**config.mk**
```make
export PLATFORM = sky130hd
export DESIGN_NAME = raifes_hasti_arbiter2
export DESIGN_NICKNAME = d
export VERILOG_FILES = /design/src/rtl/raifes_hasti_arbiter2.sv
export SDC_FILE = /design/constraint.sdc
export NUM_CORES = 1
export LEC_CHECK = 0
export ABC_AREA = 1
export BUFFER_PORTS_ARGS = -buffer_cell sky130_fd_sc_hd__buf_2
export CAP_MARGIN = 20
export CORE_AREA = 5 5 128 130
export CTS_BUF_LIST = sky130_fd_sc_hd__clkbuf_8
export DETAILED_ROUTE_END_ITERATION = 10
export DIE_AREA = 0 0 133 135
export GPL_ROUTABILITY_DRIVEN = 0
export PLACE_DENSITY = 0.82
export SYNTH_ARGS = -nofsm -noshare
export SYNTH_HDL_FRONTEND = slang
export SYNTH_SLANG_ARGS = --single-unit
```
**constraint.sdc**
```tcl
create_clock -name clk -period 4.7 [get_ports clk]
set_clock_uncertainty 0.2 [all_clocks]
set_input_delay 0 -clock clk [delete_from_list [all_inputs] [get_ports clk]]
set_output_delay 0 -clock clk [all_outputs]
set_load 0.03 [all_outputs]
```
**src/rtl/raifes_hasti_arbiter2.sv**
```systemverilog
// Two-master HASTI arbiter: each master's address phase is captured and replayed to one shared slave.
// Latency: 3 cycles per transfer (ARB_IDLE, ARB_ADDR, ARB_DATA) plus slave wait states.
// Backpressure: mN_hready is low while N's captured transfer is pending; s_hready stalls the replay.
module raifes_hasti_arbiter2 #(
    parameter int ARB_MODE          = 0,
    parameter int LOCK_EN           = 1,
    parameter int HASTI_ADDR_WIDTH  = 32,
    parameter int HASTI_BUS_WIDTH   = 32,
    parameter int HASTI_SIZE_WIDTH  = 3,
    parameter int HASTI_BURST_WIDTH = 3,
    parameter int HASTI_PROT_WIDTH  = 4,
    parameter int HASTI_TRANS_WIDTH = 2,
    parameter int HASTI_RESP_WIDTH  = 1
) (
    input  logic                         clk,
    input  logic                         reset,

    input  logic [HASTI_ADDR_WIDTH-1:0]  m0_haddr,
    input  logic                         m0_hwrite,
    input  logic [HASTI_SIZE_WIDTH-1:0]  m0_hsize,
    input  logic [HASTI_BURST_WIDTH-1:0] m0_hburst,
    input  logic                         m0_hmastlock,
    input  logic [HASTI_PROT_WIDTH-1:0]  m0_hprot,
    input  logic [HASTI_TRANS_WIDTH-1:0] m0_htrans,
    input  logic [HASTI_BUS_WIDTH-1:0]   m0_hwdata,
    output logic [HASTI_BUS_WIDTH-1:0]   m0_hrdata,
    output logic                         m0_hready,
    output logic [HASTI_RESP_WIDTH-1:0]  m0_hresp,

    input  logic [HASTI_ADDR_WIDTH-1:0]  m1_haddr,
    input  logic                         m1_hwrite,
    input  logic [HASTI_SIZE_WIDTH-1:0]  m1_hsize,
    input  logic [HASTI_BURST_WIDTH-1:0] m1_hburst,
    input  logic                         m1_hmastlock,
    input  logic [HASTI_PROT_WIDTH-1:0]  m1_hprot,
    input  logic [HASTI_TRANS_WIDTH-1:0] m1_htrans,
    input  logic [HASTI_BUS_WIDTH-1:0]   m1_hwdata,
    output logic [HASTI_BUS_WIDTH-1:0]   m1_hrdata,
    output logic                         m1_hready,
    output logic [HASTI_RESP_WIDTH-1:0]  m1_hresp,

    output logic [HASTI_ADDR_WIDTH-1:0]  s_haddr,
    output logic                         s_hwrite,
    output logic [HASTI_SIZE_WIDTH-1:0]  s_hsize,
    output logic [HASTI_BURST_WIDTH-1:0] s_hburst,
    output logic                         s_hmastlock,
    output logic [HASTI_PROT_WIDTH-1:0]  s_hprot,
    output logic [HASTI_TRANS_WIDTH-1:0] s_htrans,
    output logic [HASTI_BUS_WIDTH-1:0]   s_hwdata,
    input  logic [HASTI_BUS_WIDTH-1:0]   s_hrdata,
    input  logic                         s_hready,
    input  logic [HASTI_RESP_WIDTH-1:0]  s_hresp
);

    localparam logic [HASTI_TRANS_WIDTH-1:0] TR_IDLE   = '0;
    localparam logic [HASTI_TRANS_WIDTH-1:0] TR_NONSEQ = HASTI_TRANS_WIDTH'(2);
    localparam logic [HASTI_TRANS_WIDTH-1:0] TR_SEQ    = HASTI_TRANS_WIDTH'(3);

    typedef struct packed {
        logic [HASTI_ADDR_WIDTH-1:0]  addr;
        logic                         write;
        logic [HASTI_SIZE_WIDTH-1:0]  size;
        logic [HASTI_BURST_WIDTH-1:0] burst;
        logic                         mastlock;
        logic [HASTI_PROT_WIDTH-1:0]  prot;
    } cap_t;

    typedef enum logic [1:0] {ARB_IDLE, ARB_ADDR, ARB_DATA} state_t;

    state_t                         state;
    cap_t                           cap0, cap1, in0, in1, s_ctrl;
    logic [HASTI_TRANS_WIDTH-1:0]   s_trans_q;
    logic                           pend0, pend1;
    logic                           owner, last_grant, lock;
    logic                           done, done0, done1;
    logic                           cap_en0, cap_en1;
    logic                           grant_vld, winner;

    assign in0 = {m0_haddr, m0_hwrite, m0_hsize, m0_hburst, m0_hmastlock, m0_hprot};
    assign in1 = {m1_haddr, m1_hwrite, m1_hsize, m1_hburst, m1_hmastlock, m1_hprot};

    // Completion cycle: the owner's hready rises so it can issue back-to-back.
    assign done  = (state == ARB_DATA) && s_hready;
    assign done0 = done && !owner;
    assign done1 = done && owner;

    assign m0_hready = !pend0 || done0;
    assign m1_hready = !pend1 || done1;
    assign cap_en0   = m0_hready && ((m0_htrans == TR_NONSEQ) || (m0_htrans == TR_SEQ));
    assign cap_en1   = m1_hready && ((m1_htrans == TR_NONSEQ) || (m1_htrans == TR_SEQ));

    assign m0_hrdata = done0 ? s_hrdata : '0;
    assign m1_hrdata = done1 ? s_hrdata : '0;
    assign m0_hresp  = done0 ? s_hresp  : '0;
    assign m1_hresp  = done1 ? s_hresp  : '0;

    assign s_haddr     = s_ctrl.addr;
    assign s_hwrite    = s_ctrl.write;
    assign s_hsize     = s_ctrl.size;
    assign s_hburst    = s_ctrl.burst;
    assign s_hmastlock = s_ctrl.mastlock;
    assign s_hprot     = s_ctrl.prot;
    assign s_htrans    = s_trans_q;
    assign s_hwdata    = (state != ARB_DATA) ? '0 : (owner ? m1_hwdata : m0_hwdata);

    always_comb begin
        grant_vld = 1'b0;
        winner    = 1'b0;
        if (lock) begin
            grant_vld = owner ? pend1 : pend0;
            winner    = owner;
        end else if (pend0 && pend1) begin
            grant_vld = 1'b1;
            winner    = (ARB_MODE != 0) ? 1'b0 : !last_grant;
        end else if (pend0 || pend1) begin
            grant_vld = 1'b1;
            winner    = pend1;
        end
    end

    always_ff @(posedge clk or negedge reset) begin
        if (!reset) begin
            state      <= ARB_IDLE;
            cap0       <= '0;
            cap1       <= '0;
            pend0      <= 1'b0;
            pend1      <= 1'b0;
            owner      <= 1'b0;
            last_grant <= 1'b1;
            lock       <= 1'b0;
            s_ctrl     <= '0;
            s_trans_q  <= TR_IDLE;
        end else begin
            if (cap_en0) begin
                cap0  <= in0;
                pend0 <= 1'b1;
            end else if (done0) begin
                pend0 <= 1'b0;
            end
            if (cap_en1) begin
                cap1  <= in1;
                pend1 <= 1'b1;
            end else if (done1) begin
                pend1 <= 1'b0;
            end

            case (state)
                ARB_IDLE: begin
                    if (grant_vld) begin
                        owner      <= winner;
                        last_grant <= winner;
                        s_ctrl     <= winner ? cap1 : cap0;
                        s_trans_q  <= TR_NONSEQ;
                        state      <= ARB_ADDR;
                    end
                end
                ARB_ADDR: begin
                    if (s_hready) begin
                        s_trans_q <= TR_IDLE;
                        state     <= ARB_DATA;
                    end
                end
                ARB_DATA: begin
                    // Address/control stay valid through the data phase for slaves that resample.
                    if (s_hready) begin
                        lock   <= (LOCK_EN != 0) && s_ctrl.mastlock;
                        s_ctrl <= '0;
                        state  <= ARB_IDLE;
                    end
                end
                default: state <= ARB_IDLE;
            endcase
        end
    end

endmodule
```
======== Yosys cells after proc, flatten, opt, wreduce, memory -nomap -nowiden ========
Cells that the tools add are included.
operators by class
  muxes and demuxes ....................... 27
  reduce and logical (&&, ||, !) cells .... 25
  equality and inequality tests ........... 10
operators with widths
  operator                                                          count
  44-bit two-way mux                                                3
  32-bit two-way mux                                                4
  44-bit one-hot mux with 2 select lines                            1
  1-bit two-way mux                                                 13
  2-bit == test (second input constant)                             5
  3-bit AND reduction                                               3
  2-bit two-way mux                                                 4
  2-bit != test (second input constant)                             4
  2-bit nonzero test                                                4
  1-bit logical AND                                                 6
  2-bit one-hot mux with 3 select lines                             1
  1-bit logical OR                                                  5
  1-bit zero test                                                   4
  2-bit one-hot mux with 2 select lines                             1
  2-bit AND reduction                                               2
  2-bit by 1-bit == test with 1-bit output (second input constant)  1
  2-bit zero test                                                   1
storage, ports and cells
  logic and storage cells ................. 87
  register bits after elaboration ......... 141
  bits of input ports ..................... 192

======== Depth between registers and ports, before layout ========
Gate-level depths: netlist (run 1).
  depth after elaboration ................. 7
  depth in mapped cells ................... 10
  depth with buffers taken out ............ 7

======== Worst setup path before layout (run 1) ========
OpenSTA, ideal clock, no wires.
  path type ............................... register to output
  start point ............................. register owner
  end point ............................... output port s_hwdata[10]
  stages on the path, launching flop included .. 6
  buffers on the path ..................... 2
  arrival ................................. 1.410 ns
  slack ................................... 3.090 ns
  required time ........................... 4.500 ns
  cells stage by stage .................... dfrtp_1 -> buf_4 -> inv_4 -> clkbuf_1 -> nand2_1 -> a21oi_1
between the ends
  cells in the longest elaborated chain, start to end .. 2
ends and longest elaborated chain
  element                           RTL line  RTL
  start: declaration                74        logic owner, last_grant, lock;
  start signal: assignment          150       owner <= winner;
  32-bit two-way mux (2 in series)  104       assign s_hwdata = (state != ARB_DATA) ? '0 : (owner ? m1_hwdata : m0_hwdata);
  end: declaration                  49        output logic [HASTI_BUS_WIDTH-1:0] s_hwdata,
No other way between the ends.

======== Worst setup path in the final report (run 1) ========
  start point ............................. register owner
  end point ............................... register cap1[41] (netlist name)
between the ends
  cells in the longest elaborated chain, start to end .. 3
ends and longest elaborated chain
  element                 RTL line  RTL
  1-bit logical AND       85        assign done1 = done && owner;
  1-bit logical OR        88        assign m1_hready = !pend1 || done1;
  1-bit logical AND       90        assign cap_en1 = m1_hready && ((m1_htrans == TR_NONSEQ) || (m1_htrans == TR_SEQ));
  end signal: assignment  141       cap1 <= in1;
  end: declaration        71        cap_t cap0, cap1, in0, in1, s_ctrl;
No other way between the ends.
A chain may end at the register's enable or synchronous reset.

==> impl_metrics.env, run 1 <==
export IMPL_outcome="finished, final reports clean"
export IMPL_fmaxAchievable_ghz=0.284
export IMPL_rows=45
export IMPL_core_area_um2=15000
export IMPL_dp_hpwl_um=17000
export IMPL_reg2reg_depth=7
export IMPL_worstSkewPairLatency_ns=0.46
export IMPL_cts_resized_gates=0
export IMPL_path_depth=7
export IMPL_total_power_mw=6.60
export IMPL_synth_cell_type_count=21
export IMPL_ys_seq_area_share_pct=48.5
export IMPL_drt_iter0_markers=579
export IMPL_cts_sinks=140
export IMPL_cp_num_buf_inv=2
export IMPL_drtAntennaViolNets=0
export IMPL_antenna_found_initial=5
export IMPL_port_buffers=334
export IMPL_boundaryPins=338
export IMPL_highest_layer="met4"
export IMPL_num_vias=8318
export IMPL_htreeDepth=4
export IMPL_layout_cells_most_common="nand2_1"
export IMPL_area_delta_synth_final_pct=41.1
export IMPL_clk_pin_slew_ns=0.09
export IMPL_drt_wl_total_um=28200
export IMPL_ys_top_cells_by_area="dfrtp_1 48%, nand2_1 18%, nand3_1 12%"
export IMPL_fin_setup_tns_ns=0
export IMPL_placed_area_um2=8820
export IMPL_endpoint_kind="flop"
export IMPL_initial_core_util_pct=48.1
export IMPL_slowest_delay_ns=0.73
export IMPL_final_cells=1559
export IMPL_start_kind="flop"
export IMPL_crit_fanout=47
export IMPL_nets=1545
export IMPL_worstReg2RegEnd="cap1[41]"
export IMPL_min_path_cells=3
export IMPL_clockBufferDepth=2
export IMPL_final_core_util_pct=67.8
export IMPL_post_synth_top_area_cell="dfrtp_1"
export IMPL_die_w_um=133
export IMPL_synth_seq_cells=140
export IMPL_dp_cells=1430
export IMPL_rrSetupSlack_ns=1.18
export IMPL_viasPerCell=5.34
export IMPL_slowest_stage="nand2_2"
export IMPL_rr_startpoint="owner"
export IMPL_hold_start="m0_htrans[1]"
export IMPL_p_leak_nw=5.98
export IMPL_synthesis_area_um2=7220
export IMPL_drv_cap=0
export IMPL_design_area_um2=10200
export IMPL_drc=0
export IMPL_grt_pass1_wl_um=43400
export IMPL_ir_worst_vdd_mv=0.366
export IMPL_drt_met1_wl_um=9670
export IMPL_finalCritPeriodShare_pct=74.9
export IMPL_crit_required_ns=4.84
export IMPL_cts_setup_buffers=0
export IMPL_tightest_slew_ns=1.06
export IMPL_dr_pass1_iters=8
export IMPL_period_needed_ns=3.52
export IMPL_power_density_nw_per_um2=647
export IMPL_holdPathEnd="cap0[40]"
export IMPL_synth_cells=973
export IMPL_grt_max_degree=58
export IMPL_worstSetupPathType="flop to flop"
export IMPL_tritoncts="yes"
export IMPL_die_area_um2=18000
export IMPL_final_setup_viol_count=0
export IMPL_root_buffer="clkbuf_8"
export IMPL_finalMaxSlewViolations=0
export IMPL_hold_class="input pin to flop"
export IMPL_grt_usage_pct=30.7
export IMPL_synth_area_per_cell_um2=7.42
export IMPL_drive_gt1_share_pct=28.5
export IMPL_wl_per_cell_um=18.1
export IMPL_grt_pass1_vias=8119
export IMPL_holdBufCountCts=92
export IMPL_synth_warnings=0
export IMPL_synth_net_count=1165
export IMPL_crit_arrival_ns=3.66
export IMPL_overflow=0
export IMPL_cts_buffers=17
export IMPL_max_slew_margin_pct=29.1
export IMPL_yosysTopAreaCellShare_pct=48.1
export IMPL_final_cell_mix="339 x nand2_1, 333 x buf_2, 177 x nand3_1"
export IMPL_met3_length_um=2330
export IMPL_die_y_um=135
export IMPL_cp_top_family="simple AND/OR/NAND/NOR gates"
export IMPL_cp_cell_sequence="buf_4 -> nand3_2 -> nand2_2 -> buf_4 -> nand2_2 -> nand2_1 -> nand2_1"
export IMPL_hold_viol_final=0
export IMPL_grt_setup_unrepaired="no"
export IMPL_wl_met2_um=14600
==> sequential cells by signal, indices dropped and copies added, names as in the netlist <==
name         cells
s_htrans         1
pend0            1
s_hwrite         1
cap1            44
s_haddr         32
s_hsize          3
pend1            1
state            2
s_hburst         3
last_grant       1
cap0            44
s_hmastlock      1
owner            1
lock             1
s_hprot          4
==> area by class of cell <==
cell class	instances	area, um^2
antenna	5	12.5
clock buffer	17	234
clock inverter	15	198
fill	1243	4840
inverter	82	310
multi-input combinational	680	3050
sequential	140	3500
tap	188	235
timing repair buffer	432	2650
==> synth_stat cells <==
master and number:
a21oi_1 33, a21oi_4 1, buf_1 8, buf_2 18, buf_4 14, buf_6 4, clkbuf_1 27, conb_1 1
dfrtp_1 139, dfstp_2 1, inv_1 81, inv_4 1, nand2_1 343, nand2_2 5, nand2_4 1, nand3_1 177
nand3_2 3, nand3b_1 44, nor2_1 68, nor2_2 1, o21ai_0 3
==> power by group <==
part,internal [mW],switching (mW),leakage [nW]
combinational,1.02,2.39,4.02
sequential,1.79,0.337,1.74
clock,0.578,0.481,0.218
==> per-layer routing <==
layer	track usage, %	up-vias
met1	33.9	3843
met4	16.6	0
li1	-	3819
met2	55.3	520
met3	6.56	136
met5	0	-
==> logic make-up (layout without fill, tap and decap cells) <==
| family | Yosys count | after routing | synth area share [%] |
|---|---|---|---|
| other | 1 | 6 | 0.0519 |
| DFF | 140 | 140 | 48.5 |
| AOI/OAI and AO/OA | 37 | 37 | 2.72 |
| and+or+nand+nor | 642 | 642 | 39.3 |
| buffers and inverters | 153 | 546 | 9.44 |
==> metrics by stage <==
step | setup WS [ns] | hold slack [ns]
after floorplan | 3.09 | -0.496
after global placement | 1.41 | -0.102
after detailed placement | 1.30 | -0.100
after CTS | 1.28 | 0.0265
after global routing | 1.02 | 0.0612
final | 1.18 | 0.0637
==> how the worst max path moves through the flow <==
stage	from	end	slack, ns
2_1_floorplan	owner	s_hwdata[10]	3.09
3_3_place_gp	owner	cap1[18]	1.41
3_5_place_dp	owner	cap1[25]	1.30
4_1_cts	owner	cap1[25]	1.28
5_1_grt	owner	cap0[0]	1.02
6_report	owner	cap1[41]	1.18
==> worst min-delay path: stages <==
cell and delay (ns):
buf_2 0.40, nand3_1 0.23, nand2_1 0.05
No activity file was read; power rests on OpenSTA's default activity.
==> run 2, diff against run 1 <==
CORE_AREA = default   (was 5 5 128 130)
CORE_MARGIN = 5   (was default)
CORE_UTILIZATION = 44   (was default)
DIE_AREA = default   (was 0 0 133 135)
PLACE_DENSITY = 0.79   (was 0.82)
clock period = 3.2 ns   (was 4.7 ns; I/O delays follow)
==> run 2 against run 1 <==
Compared with the run above:
- the flow now finishes with violations (negative hold slack)
- sequential share of layout area decreased by 1.5 points
- design area increased by 4.5%
- sequential power is 46% higher
- combinational power rose by 51%
- clock power increased by 48%
- hold slack got worse by 0.071 ns
- maximum frequency is 31% higher
- die area up 6.3%
- non-clock buffer count rose by 43
==> impl_metrics.env, run 2 (synthesis gave the netlist of run 1 again) <==
export IMPL_cts_buffers=17
export IMPL_dr_pass1_iters=7
export IMPL_p_leak_nw=6.07
export IMPL_start_kind="flop"
export IMPL_ir_worst_vdd_mv=0.561
export IMPL_worstSetupPathType="flop to flop"
export IMPL_grt_pass1_wl_um=46000
export IMPL_htreeDepth=4
export IMPL_grt_max_degree=92
export IMPL_finalMaxSlewViolations=0
export IMPL_die_area_um2=19100
export IMPL_clk_pin_slew_ns=0.08
export IMPL_overflow=0
export IMPL_die_w_um=138
export IMPL_power_density_nw_per_um2=924
export IMPL_num_vias=8607
export IMPL_drive_gt1_share_pct=28.0
export IMPL_worstSkewPairLatency_ns=0.46
export IMPL_antenna_found_initial=9
export IMPL_core_area_um2=16000
export IMPL_endpoint_kind="flop"
export IMPL_cts_resized_gates=0
export IMPL_die_y_um=138
export IMPL_tritoncts="yes"
export IMPL_boundaryPins=338
export IMPL_drc=0
export IMPL_fin_setup_tns_ns=0
export IMPL_root_buffer="clkbuf_8"
export IMPL_hold_viol_final=2
export IMPL_outcome="complete, but fails checks"
export IMPL_cts_setup_buffers=0
export IMPL_layout_cells_most_common="nand2_1"
export IMPL_violations="negative hold slack"
export IMPL_grt_usage_pct=29.9
export IMPL_final_cells=1633
export IMPL_area_delta_synth_final_pct=47.5
export IMPL_cts_sinks=140
export IMPL_final_fill_count=1288
export IMPL_grt_setup_unrepaired="no"
export IMPL_clockBufferDepth=2
export IMPL_final_cell_mix="339 x nand2_1, 333 x buf_2, 177 x nand3_1"
export IMPL_drt_iter0_markers=733
export IMPL_wl_per_cell_um=18.1
export IMPL_final_setup_viol_count=0
export IMPL_hold_worst_slack_ns=-0.00692
export IMPL_finalCritPeriodShare_pct=84.2
export IMPL_crit_required_ns=3.38
export IMPL_dp_hpwl_um=18100
export IMPL_holdBufCountCts=128
export IMPL_crit_arrival_ns=2.88
export IMPL_grt_pass1_vias=8587
export IMPL_port_buffers=334
export IMPL_rows=46
export IMPL_initial_core_util_pct=45.2
export IMPL_total_power_mw=9.85
export IMPL_crit_fanout=46
export IMPL_hold_class="input pin to async pin"
export IMPL_tightest_slew_ns=1.05
export IMPL_period_needed_ns=2.69
export IMPL_viasPerCell=5.27
export IMPL_drt_wl_total_um=29600
export IMPL_max_slew_margin_pct=29.5
export IMPL_drv_cap=0
export IMPL_drtAntennaViolNets=0
export IMPL_dp_cells=1465
export IMPL_fmaxAchievable_ghz=0.371
export IMPL_nets=1588
==> run 2: final timing paths <==
path	from	end	slack (ns)	depth (start not counted)
worst max-delay path	owner	cap1[38]	0.51	7
worst min-delay path	reset	s_haddr[20]	-0.007	2
worst max register to register	owner	cap1[38]	0.51	7
worst min register to register	cap0[7]	cap0[7]	0.26	2
max in group asynchronous	reset	cap0[9]	2.00	3
min in group clk	m0_htrans[1]	cap0[19]	0.03	4
==> run 2: layout make-up <==
cell class              instances  area, um^2  share of cell area [%]
diodes                          8        20.0                   0.188
clock buffers                  19         262                    2.45
clock inverters                13         173                    1.62
inverters                      82         310                    2.91
multi-input cells             680        3050                    28.6
flip-flops and latches        140        3500                    32.9
well taps                     216         270                    2.54
repair buffers                475        3070                    28.8
==> run 2: where the power goes <==
| group | switching (mW) | internal [mW] |
|---|---|---|
| logic | 3.56 | 1.60 |
| clock network | 0.691 | 0.882 |
| registers | 0.482 | 2.63 |
==> run 2: metrics by stage <==
stage | util (%) | cell area [um^2] | worst slack [ns]
after detailed placement | 55.8 | 8920 | 0.892
after global routing | 66.6 | 10700 | 0.422
after CTS | 66.5 | 10600 | 0.631
final | 66.6 | 10700 | 0.505
after global placement | 55.8 | 8920 | 0.984
after floorplan | - | 7220 | 1.59
==> run 2: layer usage <==
layer	wire, um	global-route usage [%]	vias to the layer above
li1	-	-	3912
met2	15300	54.0	495
met5	0	0	-
met3	2080	6.66	135
met1	10300	31.9	4065
met4	1900	17.6	0
==> run 2: worst max-delay path: stages (launching register included) <==
cell	delay (ns)
dfrtp_1	0.45
buf_4	0.37
nand3_2	0.14
nand2_2	0.11
buf_4	0.46
nand3_1	0.18
dlygate4sd3_1	0.63
nand2_1	0.07
